$ cat src/rtl/pooled_uart_tx.sv
// ============================================================================
// Module   : pooled_uart_tx
// Purpose  : Accepts 8-bit pooled pixels over valid/ready and transmits each
//            one as an 8N1 UART frame. A one-byte holding register in front
//            of the shifter allows gapless back-to-back frames. Also counts
//            transmitted pixels per image and pulses at the end of each image.
// Revision : 1.0 - initial release
// ============================================================================
`default_nettype none

module pooled_uart_tx #(
  parameter int CLKS_PER_BIT = 1736,
  parameter int FRAME_PIXELS = 16384
) (
  input  logic        clk_200mhz,
  input  logic        reset,
  input  logic [7:0]  pixel_in,
  input  logic        valid_in,
  output logic        ready_out,
  output logic        tx,
  output logic        busy,
  output logic        frame_done,
  output logic [15:0] pixel_count
);

  localparam int                BAUD_W     = (CLKS_PER_BIT > 1) ? $clog2(CLKS_PER_BIT) : 1;
  localparam logic [BAUD_W-1:0] BAUD_LAST  = BAUD_W'(CLKS_PER_BIT - 1);
  localparam logic [15:0]       COUNT_LAST = 16'(FRAME_PIXELS - 1);

  typedef enum logic [1:0] {
    IDLE  = 2'd0,
    START = 2'd1,
    DATA  = 2'd2,
    STOP  = 2'd3
  } state_t;

  state_t              state;
  logic [BAUD_W-1:0]   baud_cnt;
  logic [2:0]          bit_cnt;
  logic [7:0]          hold_reg;
  logic [7:0]          shift_reg;
  logic                hold_full;

  logic                accept;
  logic                bit_end;
  logic                load;

  // Backpressure comes straight from the holding-register flag, so ready_out
  // never depends combinationally on valid_in.
  assign ready_out = !hold_full;
  assign accept    = valid_in && !hold_full;
  assign bit_end   = (baud_cnt == BAUD_LAST);
  assign busy      = (state != IDLE) || hold_full;

  // The shifter takes the held byte either from IDLE or at the end of a stop
  // bit; both need hold_full, so a load can never coincide with an accept.
  assign load = hold_full &&
                ((state == IDLE) || ((state == STOP) && bit_end));

  // Holding register: filled on an accepting handshake, emptied on a load.
  always_ff @(posedge clk_200mhz or posedge reset) begin
    if (reset) begin
      hold_reg  <= 8'd0;
      hold_full <= 1'b0;
    end else if (accept) begin
      hold_reg  <= pixel_in;
      hold_full <= 1'b1;
    end else if (load) begin
      hold_full <= 1'b0;
    end
  end

  // Frame sequencer: baud timing, bit shifting, tx line and pixel counting.
  always_ff @(posedge clk_200mhz or posedge reset) begin
    if (reset) begin
      state       <= IDLE;
      baud_cnt    <= '0;
      bit_cnt     <= 3'd0;
      shift_reg   <= 8'd0;
      tx          <= 1'b1;
      frame_done  <= 1'b0;
      pixel_count <= 16'd0;
    end else begin
      frame_done <= 1'b0;

      // tx is a registered image of the current state and shifter LSB
      case (state)
        START:   tx <= 1'b0;
        DATA:    tx <= shift_reg[0];
        default: tx <= 1'b1;
      endcase

      case (state)
        IDLE: begin
          baud_cnt <= '0;
          if (load) begin
            shift_reg <= hold_reg;
            state     <= START;
          end
        end

        START: begin
          if (bit_end) begin
            baud_cnt <= '0;
            bit_cnt  <= 3'd0;
            state    <= DATA;
          end else begin
            baud_cnt <= baud_cnt + 1'b1;
          end
        end

        DATA: begin
          if (bit_end) begin
            baud_cnt  <= '0;
            shift_reg <= {1'b0, shift_reg[7:1]};
            bit_cnt   <= bit_cnt + 3'd1;
            if (bit_cnt == 3'd7) begin
              state <= STOP;
            end
          end else begin
            baud_cnt <= baud_cnt + 1'b1;
          end
        end

        STOP: begin
          if (bit_end) begin
            baud_cnt <= '0;
            if (pixel_count == COUNT_LAST) begin
              pixel_count <= 16'd0;
              frame_done  <= 1'b1;
            end else begin
              pixel_count <= pixel_count + 16'd1;
            end
            // A byte already waiting goes straight out with no idle cycle
            if (load) begin
              shift_reg <= hold_reg;
              state     <= START;
            end else begin
              state <= IDLE;
            end
          end else begin
            baud_cnt <= baud_cnt + 1'b1;
          end
        end

        default: begin
          state    <= IDLE;
          baud_cnt <= '0;
        end
      endcase
    end
  end

endmodule

`default_nettype wire

$ cat config.mk
export PLATFORM = sky130hd
export DESIGN_NAME = pooled_uart_tx
export DESIGN_NICKNAME = d
export VERILOG_FILES = /design/src/rtl/pooled_uart_tx.sv
export SDC_FILE = /design/constraint.sdc
export NUM_CORES = 1
export LEC_CHECK = 0
export CORE_UTILIZATION = 50
export DETAILED_ROUTE_END_ITERATION = 8
export PLACE_DENSITY = 0.86
export SLEW_MARGIN = 0
export SYNTH_ARGS = -nofsm -noshare
export SYNTH_HDL_FRONTEND = slang
export SYNTH_SLANG_ARGS = --single-unit
$ cat constraint.sdc
create_clock -name clk_200mhz -period 2.1 [get_ports clk_200mhz]
set_input_delay 0.21 -clock clk_200mhz [delete_from_list [all_inputs] [get_ports clk_200mhz]]
set_output_delay 0.21 -clock clk_200mhz [all_outputs]
set_load 0.01 [all_outputs]
==> results.json <==
{
  "drt_iter0_markers": 100,
  "overflow": 0,
  "syn_inst": 234,
  "die_h_um": 73.0,
  "core_region_area_mm2": 0.00479,
  "maxCapViolCount": 0,
  "antenna_left": 0,
  "syn_area_mm2": 0.00252,
  "cts_tree": "built",
  "dieArea_mm2": 0.00532,
  "synth_edf_count": 0,
  "reg_top3": "pixel_count x16, baud_cnt x11",
  "cts_root_buf": "clkbuf_8",
  "critPathLaunchType": "flip-flop",
  "grt_pass1_vias": 1829,
  "cts_made_buffers": 5,
  "numClockSinks": 51,
  "finalHoldViolCount": 0,
  "clockBufferDepth": 2,
  "grt_setup_unrepaired": "false",
  "dp_hpwl_mm": 3.48,
  "gp_congestion": 0.816,
  "post-route-util_pct": 64.4,
  "min_period_over_period_pct": 94.3,
  "post_dp_cell_area_mm2": 0.00295,
  "htreeDepth": 2,
  "whs_ns": 0.259,
  "drcViolationCount": 0,
  "critical_path_required_ns": 1.89,
  "fp.dieW_um": 73.0,
  "vias": 1870,
  "max-slew-margin-rel_pct": 71.0,
  "dpl_worst_slack_ns": 0.0976,
  "fmax_mhz": 505,
  "cts_hold_buffers": 0,
  "nets": 294,
  "power.leakage_nw": 1.32,
  "crit_path_cell_trace": "inv_1 -> ha_1 -> buf_4 -> nand2_1 -> clkdlybuf4s50_1",
  "async_flop_share_pct": 100,
  "antenna_found_initial": 0,
  "finClkSkew_ns": 0.00742,
  "final_area_mm2": 0.00308,
  "synth-seq-cells": 51,
  "fillers": 379,
  "ys.flop_type": "dfrtp_1",
  "slowest_stage": "clkdlybuf4s50_1",
  "ir_drop_mv": 0.670,
  "hold_path_class": "input port to asynchronous set/reset pin",
  "crit_arrival_ns": 1.77,
  "synth.avg_cell_area_um2": 10.8,
  "outcome": "finished, final reports clean",
  "slowest_delay_ns": 0.53,
  "post-route-min-period_ns": 1.98,
  "grt_max_degree": 52,
  "critPathKind": "flip-flop to primary output",
  "wl_per_cell_um": 14.0,
  "start_util_pct": 52.6,
  "io_pins": 31,
  "ys_types": 40,
  "firstDrtPassIters": 4,
  "clkLatencyLatePin_ns": 0.30,
  "drive_gt1_share_pct": 18.6,
  "io_buffers": 30,
  "end_kind": "primary output",
  "syn_to_final_growth_pct": 22.4,
  "ys_seq_area_share_pct": 50.7,
  "yosys_warnings": 0,
  "track_usage_pct": 20.1,
  "n_antenna_cell": 0,
  "grt_first_pass_wirelength_mm": 8.17,
  "slew_violations": 0,
  "tightest_slew_ns": 0.432,
  "syn_nets": 255,
  "worst_slack_ns": 0.119,
  "setup_tns_ns": 0,
  "largest_reg_flops": 16,
  "powerDensity_mw_per_mm2": 1010,
  "wirelength_mm": 4.76,
  "viasPerCell": 5.48,
  "cp_max_fo": 5,
  "regMostFlops": "pixel_count",
  "clk_pin_slew_ns": 0.10,
  "rows": 25,
  "finalSetupViolations": 0
}
==> placed cells by master, fill, tap and decap left out, drive strengths merged, types with 2 or more instances in the layout <==
cell and instances:
dfrtp 50, clkdlybuf4s50 30, mux2 22, nand2 21, nor2 20, nand3 14, o21ai 14, xor2 11
inv 11, ha 10, buf 10, nor3 7, xnor2 7, clkbuf 6, nand4 5, a21oi 5
and3 4, or2 3, and2 2, a32o 2, or3 2, a32oi 2, o31ai 2, and4bb 2
nor4 2
==> cell type report <==
class                      instances  area, um^2  share of cell area [%]
clock inverter                     2        38.8                    1.26
tap                               67        83.8                    2.72
clock buffer                       6        82.6                    2.68
sequential                        51        1280                    41.5
timing repair buffer              40         388                    12.6
inverter                          10        37.5                    1.22
multi-input combinational        165        1170                    38.1
==> power breakdown <==
| group | internal [mW] | switching (mW) |
|---|---|---|
| registers | 1.22 | 0.157 |
| clock network | 0.392 | 0.329 |
| logic | 0.527 | 0.472 |
==> through the flow <==
step	power, mW	cells
after floorplan	2.09	234
after global placement	2.32	332
after detailed placement	2.38	332
after CTS	3.10	340
after global routing	3.28	341
final	3.10	341
==> logic make-up after synthesis <==
family / after synthesis / share of synthesized area (%)
AO/OA/AOI/OAI: 28 / 7.75
XOR/XNOR: 18 / 6.26
adder cells (fa/ha/maj): 10 / 4.97
buffers and inverters: 18 / 2.93
flip-flops: 51 / 50.7
multiplexers: 22 / 9.84
AND/OR/NAND/NOR: 87 / 17.5
==> metal layers <==
metal,part of all wire (%),track usage (%)
met4,1.4,7.19
met3,2.7,4.42
met5,0,0
met1,44,26.0
met2,51,33.5
==> worst max-delay path, delay by kind of cell, from the launching register on <==
kind / cells / cell delay (ns)
and+or+nand+nor: 1 / 0.06
DFF: 1 / 0.40
adders and majority gates: 1 / 0.22
buffers and inverters: 3 / 0.79
==> repair_timing <==
item | 4_1_cts | 5_1_grt
setup buffers | 0 | 1
setup endpoints to repair | 0 | 8
resized for setup | 0 | 2
==> final timing paths <==
check,startpoint,cells past startpoint,end,slack (ns)
worst min-delay path,reset,3,pixel_count[6],0.26
max in group asynchronous,reset,3,tx,1.55
worst max-delay path,state[0],5,busy,0.12
worst max register to register,state[0],7,shift_reg[3],0.12
min in group clk_200mhz,pixel_in[4],2,hold_reg[4],0.51
worst min register to register,bit_cnt[1],1,bit_cnt[1],0.51
==> cells in the mapped netlist, types with 4 or more instances <==
master	instances	area [um^2]
xor2_1	11	96.3
mux2_2	22	248
inv_1	10	37.5
clkbuf_1	5	18.8
o21ai_0	12	60.1
ha_1	10	125
nand2_1	21	78.8
xnor2_1	7	61.3
nor2_1	20	75.1
dfrtp_1	50	1250
nor3_1	7	35.0
a21oi_1	4	20.0
nand4_1	5	31.3
nand3_1	13	65.1
and3_1	4	25.0
Note: power is estimated with default switching activity, not from simulation.
